File: src/rtl/branch_resolve_ctrl.sv
// ID-stage branch resolver: equality compare, branch-operand hazard stalls, EX/MEM forwarding, statistics counters.
// Latency: stall/pc_src/flush are combinational in the current cycle; counters update on the edge ending the resolve cycle.
// Backpressure: holds PC and IF/ID with stall for 0-2 cycles; dropping id_valid aborts a pending branch.
module branch_resolve_ctrl (
  input  logic        clk,
  input  logic        rst,
  input  logic        id_valid,
  input  logic        id_beq,
  input  logic        id_bne,
  input  logic [4:0]  id_rs,
  input  logic [4:0]  id_rt,
  input  logic [31:0] id_rs_data,
  input  logic [31:0] id_rt_data,
  input  logic [31:0] id_pc_plus4,
  input  logic [31:0] id_imm,
  input  logic        ex_regwrite,
  input  logic        ex_memread,
  input  logic [4:0]  ex_rd,
  input  logic        mem_regwrite,
  input  logic        mem_memread,
  input  logic [4:0]  mem_rd,
  input  logic [31:0] mem_alu_result,
  output logic        stall,
  output logic        pc_src,
  output logic        flush,
  output logic [31:0] branch_target,
  output logic [15:0] branch_count,
  output logic [15:0] taken_count
);

  typedef enum logic [1:0] {IDLE, STALL, RESOLVE} state_t;

  state_t      state_q, state_d;
  logic [1:0]  cnt_q, cnt_d;
  logic [15:0] branch_count_q, branch_count_d;
  logic [15:0] taken_count_q, taken_count_d;

  logic        is_br;
  logic        ex_match, mem_match;
  logic [1:0]  need;
  logic        fwd_a, fwd_b;
  logic [31:0] op_a, op_b;
  logic        taken;
  logic        stall_c, resolve_c;

  assign is_br = id_valid & (id_beq | id_bne);

  // Hazard detection: how many cycles the branch must wait for its operands ($0 never hazards)
  always_comb begin
    ex_match  = (ex_rd != 5'd0) && ((ex_rd == id_rs) || (ex_rd == id_rt));
    mem_match = (mem_rd != 5'd0) && ((mem_rd == id_rs) || (mem_rd == id_rt));
    need      = 2'd0;
    if (ex_match && ex_regwrite && ex_memread)
      need = 2'd2;
    else if (ex_match && ex_regwrite)
      need = 2'd1;
    else if (mem_match && mem_regwrite && mem_memread)
      need = 2'd1;
  end

  // Operand select with EX/MEM ALU forwarding, then compare; BEQ wins when both types are set
  always_comb begin
    fwd_a = (mem_rd != 5'd0) && (mem_rd == id_rs) && mem_regwrite && !mem_memread;
    fwd_b = (mem_rd != 5'd0) && (mem_rd == id_rt) && mem_regwrite && !mem_memread;
    op_a  = fwd_a ? mem_alu_result : id_rs_data;
    op_b  = fwd_b ? mem_alu_result : id_rt_data;
    taken = id_beq ? (op_a == op_b) : (op_a != op_b);
  end

  // Next-state, stall and resolve decisions; a squashed branch (id_valid low) returns to IDLE silently
  always_comb begin
    state_d   = state_q;
    cnt_d     = cnt_q;
    stall_c   = 1'b0;
    resolve_c = 1'b0;
    case (state_q)
      IDLE: begin
        if (is_br) begin
          if (need == 2'd0) begin
            resolve_c = 1'b1;
          end else begin
            stall_c = 1'b1;
            cnt_d   = need - 2'd1;
            state_d = (need == 2'd1) ? RESOLVE : STALL;
          end
        end
      end
      STALL: begin
        if (!id_valid) begin
          state_d = IDLE;
          cnt_d   = 2'd0;
        end else begin
          stall_c = 1'b1;
          cnt_d   = cnt_q - 2'd1;
          if (cnt_q == 2'd1)
            state_d = RESOLVE;
        end
      end
      RESOLVE: begin
        state_d   = IDLE;
        resolve_c = id_valid;
      end
      default: begin
        state_d = IDLE;
        cnt_d   = 2'd0;
      end
    endcase
    branch_count_d = branch_count_q + {15'd0, resolve_c};
    taken_count_d  = taken_count_q + {15'd0, resolve_c & taken};
  end

  // State and counter registers, synchronous reset aborts any pending branch
  always_ff @(posedge clk) begin
    if (rst) begin
      state_q        <= IDLE;
      cnt_q          <= 2'd0;
      branch_count_q <= 16'd0;
      taken_count_q  <= 16'd0;
    end else begin
      state_q        <= state_d;
      cnt_q          <= cnt_d;
      branch_count_q <= branch_count_d;
      taken_count_q  <= taken_count_d;
    end
  end

  assign stall         = stall_c & ~rst;
  assign pc_src        = resolve_c & taken & ~rst;
  assign flush         = pc_src;
  assign branch_target = id_pc_plus4 + {id_imm[29:0], 2'b00};
  assign branch_count  = branch_count_q;
  assign taken_count   = taken_count_q;

endmodule

File: config.mk
export PLATFORM = sky130hd
export DESIGN_NAME = branch_resolve_ctrl
export DESIGN_NICKNAME = d
export VERILOG_FILES = /design/src/rtl/branch_resolve_ctrl.sv
export SDC_FILE = /design/constraint.sdc
export NUM_CORES = 1
export LEC_CHECK = 0
export BUFFER_PORTS_ARGS = -buffer_cell sky130_fd_sc_hd__buf_2
export CAP_MARGIN = 20
export CORE_ASPECT_RATIO = 0.7
export CORE_MARGIN = 8
export CORE_UTILIZATION = 48
export DETAILED_ROUTE_END_ITERATION = 6
export PLACE_DENSITY = 0.87
export SYNTH_ARGS = -nofsm -noshare
export SYNTH_HDL_FRONTEND = slang
export SYNTH_SLANG_ARGS = --single-unit
File: constraint.sdc
create_clock -name clk -period 6.12 [get_ports clk]
set_clock_uncertainty 0.15 [all_clocks]
set_input_delay 1.224 -clock clk [delete_from_list [all_inputs] [get_ports clk]]
set_output_delay 1.224 -clock clk [all_outputs]
set_load 0.03 [all_outputs]
==> results of run 1 <==
## kinds of logic (layout without fill, tap and decap cells)
| family | Yosys count | count (layout) |
|---|---|---|
| DFF | 36 | 36 |
| buffers and inverters | 99 | 324 |
| AOI/OAI and AO/OA | 218 | 218 |
| adders and majority gates | 36 | 36 |
| and+or+nand+nor | 233 | 233 |
| muxes | 1 | 1 |
| xor gates and xnor gates | 98 | 98 |
## sequential cells by signal, indices dropped and copies added (netlist names)
name and cells:
state_q 2, branch_count 16, cnt_q 2, taken_count 16
## path summary, 6_finish.rpt
| kind | endpoint | slack (ps) | cells after the start |
|---|---|---|---|
| max | pc_src | 160 | 12 |
| min | taken_count[14] | 350 | 2 |
| max reg2reg | taken_count[14] | 3480 | 11 |
| min reg2reg | taken_count[14] | 350 | 2 |
## stage by stage
step | total power, mW | area, sq um
3_5_place_dp | 0.7421 | 6659
4_1_cts | 1.030 | 6823
3_3_place_gp | 0.7333 | 6659
6_report | 1.026 | 6838
5_1_grt | 1.087 | 6838
2_1_floorplan | 0.5680 | 5301
## critical path: stages
cell,delay (ps)
buf_2,160
nor2_1,90
a211o_4,390
nor4_4,590
clkbuf_4,320
o21ai_0,100
o21ai_1,130
o2111ai_1,140
or4_1,590
or3_1,390
a21oi_1,210
buf_2,240
## area by class of cell
type,instances,area share (%)
sequential,36,10.54
multi-input combinational,586,61.19
timing repair buffer,267,20.38
clock inverter,2,0.5124
clock buffer,6,1.885
tap,153,2.800
inverter,49,2.690
## routing by layer
layer  GRT usage, %  wire length (um)
met1          26.23              7146
met2          38.10              8303
met3          4.768              1705
met4          5.348               302
met5              0                 0
## placed cells by master, fill, tap and decap left out, types with 3 or more instances in the layout
cell type and count:
nand4_1 6, buf_4 16, o21a_1 8, xnor2_1 59, nor4b_1 25, dfxtp_1 36, o21ai_0 53, buf_2 249
nor2_1 56, o2111ai_1 9, o21ai_1 10, o311a_1 24, a31oi_1 12, nor4_1 11, xor2_1 38, clkbuf_16 5
nand2_1 37, nand2b_1 3, ha_1 35, a21o_1 11, a311oi_1 32, a211oi_1 3, or4_1 27, and3_1 7
or3_1 8, nand3_1 25, nor2b_1 7, nor3_1 10, inv_1 49, a21oi_1 35
## power breakdown
group          total [mW]  internal [mW]  leakage (nW)  switching (mW)
clock network       0.285          0.191        0.0808          0.0937
logic               0.502          0.198          2.71           0.303
registers           0.240          0.237         0.290         0.00224
total                1.03          0.627          3.08           0.399
## timing repair
item                                   in CTS  in global routing
endpoints found under the hold margin       0                  0
setup endpoints to repair                   0                  2
buffers inserted                            0                  2
==> reports/qor.yml, run 1 <==
finish:
  drive_gt1_share_pct: 29.92
  multi_input_area_sq_um: 4184
  fin_util_pct: 62.79
  stdcell_count: 1099
  nets: 1170
  area_delta_synth_final_pct: 28.98
  diodes: 0
  seq_area_sq_um: 720.7
  fillers: 954
synthesis:
  yosys.area.top_type_share_pct: 13.59
  synth_warnings: 0
  synthAdderAreaFrac_pct: 8.638
  yosys.area.top_type: "dfxtp_1"
  synth-simple-area-share_pct: 24.64
  synth_top_family_by_area: "compound AO/OA/AOI/OAI gates"
  syn_area_sq_um: 5301
  synth.area.top_cells: "dfxtp_1 14%, xnor2_1 9.7%, ha_1 8.3%, xor2_1 6.4%, a311oi_1 5.3%"
  async_flop_share_pct: 0
  syn_area_per_cell_sq_um: 7.353
  yosysMostFrequentCell: "xnor2_1"
  synth-edff-count: 0
  synth_cell_type_count: 57
  yosys-top-cells-count: "59 x xnor2_1, 56 x nor2_1, 53 x o21ai_0"
  synth_ff_type: "dfxtp_1"
  yosysSeqAreaShare_pct: 13.59
  synthXorXnorAreaFrac_pct: 16.19
  syn_nets: 946
  synth-seq-cells: 36
  synth-compound-area-share_pct: 28.61
  syn_inst: 721
  synth_mux_area_share_pct: 0.2124
power_and_ir_drop:
  ir_worst_vdd_mv: 0.1100
  p_per_area_nw_per_um2: 150.1
  p_leak_nw: 3.082
cts:
  worstSkewPairLatency_ps: 270
  cts_hold_buf: 0
  cts_tree: "done"
  htree_levels: 2
  cts_sinks: 36
  root_buffer: "clkbuf_16"
  max-clock-path-buffers: 2
  post_cts_resized: 0
  clk_pin_slew_worst_paths_ps: 60
  cts_made_buffers: 5
timing:
  setup_violations: 0
  worst_slack_ps: 164.5
  post-route-period-util_pct: 97.31
  tightest_slew_ps: 673.9
  tns_ps: 0
  slew_headroom_pct: 55.07
  min_period_ps: 5955
  hold_violations: 0
  fmax_mhz: 167.9
  rsz0062_at_grt: "no"
  timing.hold.ws_ps: 352.8
  drv_slew: 0
placement:
  dp_slack_ps: 92.31
  dp_hpwl_um: 14190
  dp_cells: 1089
  port_buffers: 249
  place_congestion: 0.9057
floorplanning:
  die_w_um: 141.6
  core_area_sq_um: 10890
  ioPinCount: 256
  die_area_sq_um: 14720
  start_util_pct: 48.68
  die_h_um: 103.9
  rows: 32
route:
  drt-pass1-iter-count: 5
  num_vias: 6391
  routed_wl_um: 17460
  drc: 0
  wl_per_cell_um: 15.88
  dr.first_iter.drc_count: 448
  ant_nets: 0
  via_per_inst: 5.815
setup_path:
  worstSetupPathType: "primary input to primary output"
  required_ps: 4750
  arrival_ps: 4580
  crit_start: "mem_rd[3]"
  crit_path_max_fanout: 9
  endpoint_kind: "primary output"
  reg2reg_from: "state_q[0]"
  cp-start-kind: "primary input"
grt:
  grt_pass1_wl_um: 27650
  first_global_vias: 6028
  grtUsageTotal_pct: 21.72
  gr-total-overflow: 0
  antenna_found_initial: 0
  grt_start_max_net_pins: 49
flow_run:
  drv_cap: 0
min_path:
  min_from: "taken_count[14]"
  hold_class: "flip-flop to flip-flop"
run_status:
  status: "complete, no violations"
No activity file was read; power rests on OpenSTA's default activity.
==> run 2, diff against run 1 <==
BUFFER_PORTS_ARGS = -buffer_cell sky130_fd_sc_hd__buf_4   (was -buffer_cell sky130_fd_sc_hd__buf_2)
CORE_MARGIN = 2   (was 8)
==> run 2 against run 1 <==
Sequential power barely moved. Largest cell class unchanged. Critical endpoint unchanged. Sequential cell count unchanged. Count of clock-buffer cells in the layout unchanged.
==> reports/qor.yml, run 2 (same netlist as run 1, synthesis figures left out) <==
cts:
  max-clock-path-buffers: 2  # unchanged
  cts_made_buffers: 5  # unchanged
  cts_sinks: 36  # unchanged
  cts_tree: "done"
  cts_hold_buf: 0  # unchanged
  clk_pin_slew_worst_paths_ps: 60  # about the same
  worstSkewPairLatency_ps: 280  # about the same
  htree_levels: 2  # unchanged
  root_buffer: "clkbuf_16"
timing:
  drv_slew: 0  # unchanged
  setup_violations: 0  # unchanged
  tns_ps: 0  # unchanged
  min_period_ps: 5936  # -19.82 ps
  tightest_slew_ps: 828.4  # +154.5 ps
  rsz0062_at_grt: "no"
  hold_violations: 0  # unchanged
  slew_headroom_pct: 44.58  # -10 points
  post-route-period-util_pct: 96.99  # -0.32 points
  fmax_mhz: 168.5  # +0.33%
floorplanning:
  die_area_sq_um: 11910  # -19%
  start_util_pct: 48.68  # unchanged
  die_w_um: 129.6  # -8.5%
  core_area_sq_um: 10890  # unchanged
  rows: 32  # unchanged
  die_h_um: 91.93  # -12%
  ioPinCount: 256  # unchanged
grt:
  gr-usage-met1_pct: 34.99  # +8.8 points
  use_met3_pct: 4.434  # -0.33 points
  gr-max-usage-layer: "met2"
  grt_pass1_wl_um: 26640  # -3.6%
  met2_usage_pct: 46.77  # +8.7 points
  first_global_vias: 5598  # -7.1%
  grt_start_max_net_pins: 59  # +20%
  grtUsageTotal_pct: 26.89  # +5.2 points
  gr-total-overflow: 0  # unchanged
  antenna_found_initial: 0  # unchanged
setup_path:
  worstSetupPathType: "primary input to primary output"
  slowest_stage: "nor4_4"
  endpoint_kind: "primary output"
  arrival_ps: 4560  # -20 ps
  critPathTopFamily: "simple AND/OR/NAND/NOR gates"
  crit_path_max_fanout: 14  # +5
  crit_chain: "buf_4, nor2_1, a211o_4, nor4_4, buf_4, o21ai_0, o21ai_1, o2111ai_1, or4_1, or3_1, a21oi_1, buf_4"
  crit_top_cell: "buf_4"
  critPathBufInv: 3  # unchanged
  cp_slowest_stage_delay_ps: 650  # +60 ps
  required_ps: 4750  # about the same
  cp-start-kind: "primary input"
flow_run:
  drv_cap: 0  # unchanged
finish:
  diodes: 0  # unchanged
  nets: 1175  # +0.43%
  fin_area_sq_um: 7547  # +10%
  final_cell_mix: "265 x buf_4, 59 x xnor2_1, 56 x nor2_1, 53 x o21ai_0, 49 x inv_1"
  layout_commonest_cell: "buf_4"
  drive_gt1_share_pct: 30.28  # +0.37 points
  area_delta_synth_final_pct: 42.36
power_and_ir_drop:
  p_per_area_nw_per_um2: 145.1  # -3.3%
  switchingPower_uw: 408.6  # +2.3%
  fin_total_pwr_mw: 1.095  # +6.7%
  pwr-share-clk_pct: 26.3  # -1.5 points
  comb_power_share_pct: 51.9  # +3.0 points
  swShare_pct: 37.31  # -1.6 points
  p_leak_nw: 3.290  # +6.7%
  ir_worst_vdd_mv: 0.09894  # -10%
  seqPwrFrac_pct: 21.8  # -1.5 points
  p_int_uw: 686.6  # +9.5%
route:
  dr.first_iter.drc_count: 422  # -5.8%
  routed_wl_um: 17370  # -0.49%
  wl_per_cell_um: 15.74  # -0.94%
  num_vias: 6544  # +2.4%
  drt-pass1-iter-count: 5  # unchanged
  via_per_inst: 5.928  # +1.9%
  drc: 0  # unchanged
  ant_nets: 0  # unchanged
placement:
  place_area_sq_um: 7315  # +9.8%
  dp_hpwl_um: 13340  # -6.0%
  port_buffers: 249  # unchanged
  place_congestion: 0.8904  # -1.7%
run_status:
  status: "complete, no violations"
min_path:
  hold_class: "flip-flop to flip-flop"
## run 2: changes by cell type in the layout (fill, tap and decap cells not counted), sizes merged
cell,before,now
nor3,12,13
clkbuf,7,6
nor4,12,13
or4,28,29
buf,266,269
## run 2: repair_timing
item | in CTS | in global routing
gates resized for setup | 0 | 2
pin swaps | 1 | 3
setup endpoints to repair | 2 | 2
cloned | 1 | 2
buffers inserted | 0 | 2
## run 2: worst register-to-register path: stages, from the launching register on
cell,delay [ps]
dfxtp_1,360
nand2b_1,190
a21oi_1,270
nand2_1,80
or3_1,330
nand2_1,80
ha_1,170
ha_1,180
and2_1,260
nand2_1,100
or3_1,310
a21oi_1,130
## run 2: worst paths after layout
kind	start	end	cells past startpoint	slack, ps
worst max register to register	state_q[0]	taken_count[14]	11	3470
worst min register to register	taken_count[7]	taken_count[7]	2	360
worst max-delay path	mem_rd[3]	pc_src	12	180
worst min-delay path	taken_count[7]	taken_count[7]	2	360
## run 2: power by group through the flow
stage                     logic (mW)  registers [mW]  clock network [mW]
after floorplan                0.320           0.248                   0
after global placement         0.549           0.244                   0
after detailed placement       0.556           0.244                   0
after CTS                      0.558           0.239               0.292
after global routing           0.610           0.239               0.305
final                          0.568           0.239               0.288
## run 2: layout make-up
cell class / count / area (sq um)
multi-input cells: 589 / 4227
fillers: 933 / 3343
repair buffers: 269 / 2061
flip-flops and latches: 36 / 720.7
well taps: 153 / 191.4
inverters: 49 / 183.9
clock buffers: 6 / 128.9
clock inverters: 2 / 35.03
## run 2: per-stage QoR
stage | hold slack [ps] | std cells | setup slack [ps] | utilization [%]
global route | 389.0 | 1104 | 30.19 | 69.30
CTS | 359.6 | 1099 | 28.39 | 68.76
floorplan | 316.4 | 721 | 440.4 | -
detailed placement | 350.3 | 1090 | -28.41 | 67.16
finish | 362.3 | 1104 | 184.3 | 69.30
global placement | 337.4 | 1090 | -14.56 | 67.16
## run 2: routing by layer
layer | share of wire (%) | wire length (um)
met1 | 41 | 7095
met2 | 48 | 8270
met3 | 9.4 | 1636
met4 | 2.1 | 369
met5 | 0 | 0
==> run 3, diff against run 2 <==
CORE_UTILIZATION = 52   (was 48)
PLACE_DENSITY = 0.93   (was 0.87)
clock period = 7.1 ns   (was 6.12 ns; I/O delays follow)
==> run 3 against run 2 <==
Count of clock-buffer cells in the layout stayed put. Core utilization up 5.4 points. Via count fell by 0.53%. Sequential power shrank 14%. Die area is 7.4% lower. Routed wire length down 1.3%. First-iteration DRC count down 13%. Sequential share of layout area up 0.29 points. Power decreased by 19%. Critical endpoint is now flush. Highest routed layer unchanged.
==> reports/qor.yml, run 3 (same netlist as run 1, synthesis figures left out) <==
run_status:
  status: "complete, no violations"
finish:
  nets: 1158  # -1.4%
  drive_gt1_share_pct: 28.94  # -1.3 points
  layout_commonest_cell: "buf_4"
  diodes: 0  # unchanged
  stdcell_count: 1061  # -3.9%
  fin_util_pct: 74.74  # +5.4 points
  area_delta_synth_final_pct: 38.12
  final_cell_mix: "253 x buf_4, 59 x xnor2_1, 56 x nor2_1, 53 x o21ai_0, 49 x inv_1"
cts:
  post_cts_resized: 0  # unchanged
  clk_pin_slew_worst_paths_ps: 60  # about the same
  worstSkewPairLatency_ps: 280  # about the same
  root_buffer: "clkbuf_16"
  cts_hold_buf: 0  # unchanged
  cts_sinks: 36  # unchanged
  cts_tree: "done"
  post-cts-setup-buffers: 0  # unchanged
  max-clock-path-buffers: 2  # unchanged
  htree_levels: 2  # unchanged
  cts_made_buffers: 5  # unchanged
route:
  wl_per_cell_um: 16.15  # +2.7%
  num_vias: 6509  # -0.53%
  dr.first_iter.drc_count: 368  # -13%
  ant_nets: 0  # unchanged
  drc: 0  # unchanged
  routed_wl_um: 17140  # -1.3%
  via_per_inst: 6.135  # +3.5%
  drt-pass1-iter-count: 5  # unchanged
power_and_ir_drop:
  fin_total_pwr_uw: 892.5  # -19%
  ir_worst_vdd_mv: 0.1022  # +3.3%
  p_leak_nw: 3.196  # -2.9%
  p_per_area_nw_per_um2: 121.9  # -16%
setup_path:
  worstSetupPathType: "primary input to primary output"
  crit_path_max_fanout: 48  # +34
  endpoint_kind: "primary output"
  cp-start-kind: "primary input"
  required_ps: 5530  # +780 ps
  arrival_ps: 4840  # +280 ps
floorplanning:
  die_w_um: 124.7  # -3.8%
  core_area_sq_um: 9797  # -10%
  rows: 30  # -6.3%
  ioPinCount: 256  # unchanged
  die_area_sq_um: 11030  # -7.4%
  die_h_um: 88.48  # -3.8%
  start_util_pct: 54.11  # +5.4 points
grt:
  antenna_found_initial: 0  # unchanged
  gr-total-overflow: 0  # unchanged
  first_global_vias: 5974  # +6.7%
  grtUsageTotal_pct: 28.89  # +2.0 points
  grt_pass1_wl_um: 27260  # +2.3%
  grt_start_max_net_pins: 60  # +1.7%
placement:
  port_buffers: 249  # unchanged
  dp_hpwl_um: 13130  # -1.6%
  place_congestion: 0.9182  # +3.1%
  dp_cells: 1054  # -3.3%
timing:
  tns_ps: 0  # unchanged
  min_period_ps: 6406
  timing.hold.ws_ps: 356.9  # -5.424 ps
  hold_violations: 0  # unchanged
  post-route-period-util_pct: 90.23
  fmax_mhz: 156.1
  tightest_slew_ps: 737.4  # -91.00 ps
  slew_headroom_pct: 50.47  # +5.9 points
  rsz0062_at_grt: "no"
  setup_violations: 0  # unchanged
  drv_slew: 0  # unchanged
flow_run:
  drv_cap: 0  # unchanged
min_path:
  hold_class: "flip-flop to flip-flop"
[run 3: changes by cell type in the layout (fill, tap and decap cells not counted), sizes merged]
| cell | previous run | this run |
|---|---|---|
| bufinv | 1 | 0 |
| nor4 | 13 | 12 |
| nor3 | 13 | 12 |
| buf | 269 | 255 |
| or4 | 29 | 28 |
[run 3: area by class of cell]
type | count | area [sq um]
multi-input combinational | 586 | 4184
fill | 765 | 2475
timing repair buffer | 255 | 1939
sequential | 36 | 720.7
inverter | 49 | 183.9
tap | 128 | 160.2
clock buffer | 6 | 128.9
clock inverter | 1 | 5.005
[run 3: metal layers]
metal	wire length, um	track usage, %	up-vias
met5	0	0	-
met4	396	7.457	0
met3	1387	3.567	42
met2	8299	53.10	335
met1	7056	36.54	3003
li1	-	-	3129
[run 3: through the flow]
stage	area, sq um	worst slack, ps
floorplan	5301	1028
global placement	7188	763.1
detailed placement	7188	729.1
CTS	7322	737.3
global route	7322	523.2
finish	7322	693.8
[run 3: power breakdown]
group / total, mW / internal (mW) / leakage [nW] / switching, mW
registers: 0.206 / 0.205 / 0.290 / 0.00182
logic: 0.481 / 0.218 / 2.84 / 0.263
clock network: 0.205 / 0.127 / 0.0667 / 0.0778
total: 0.893 / 0.550 / 3.20 / 0.343
[run 3: worst paths after layout]
path	to	startpoint	slack (ps)	depth (start not counted)
worst min-delay path	taken_count[7]	taken_count[7]	360	2
worst max register to register	taken_count[14]	state_q[0]	4420	11
worst max-delay path	flush	mem_rd[0]	690	11
worst min register to register	taken_count[7]	taken_count[7]	360	2
[run 3: worst max-delay path, cell delays in order]
cell       delay, ps
buf_4            130
nor3_2           220
a211o_4          390
or3_4            550
a311oi_1         170
o21ai_1          310
o2111ai_1        180
or4_1            590
or3_1            410
a21oi_1          230
buf_4            210
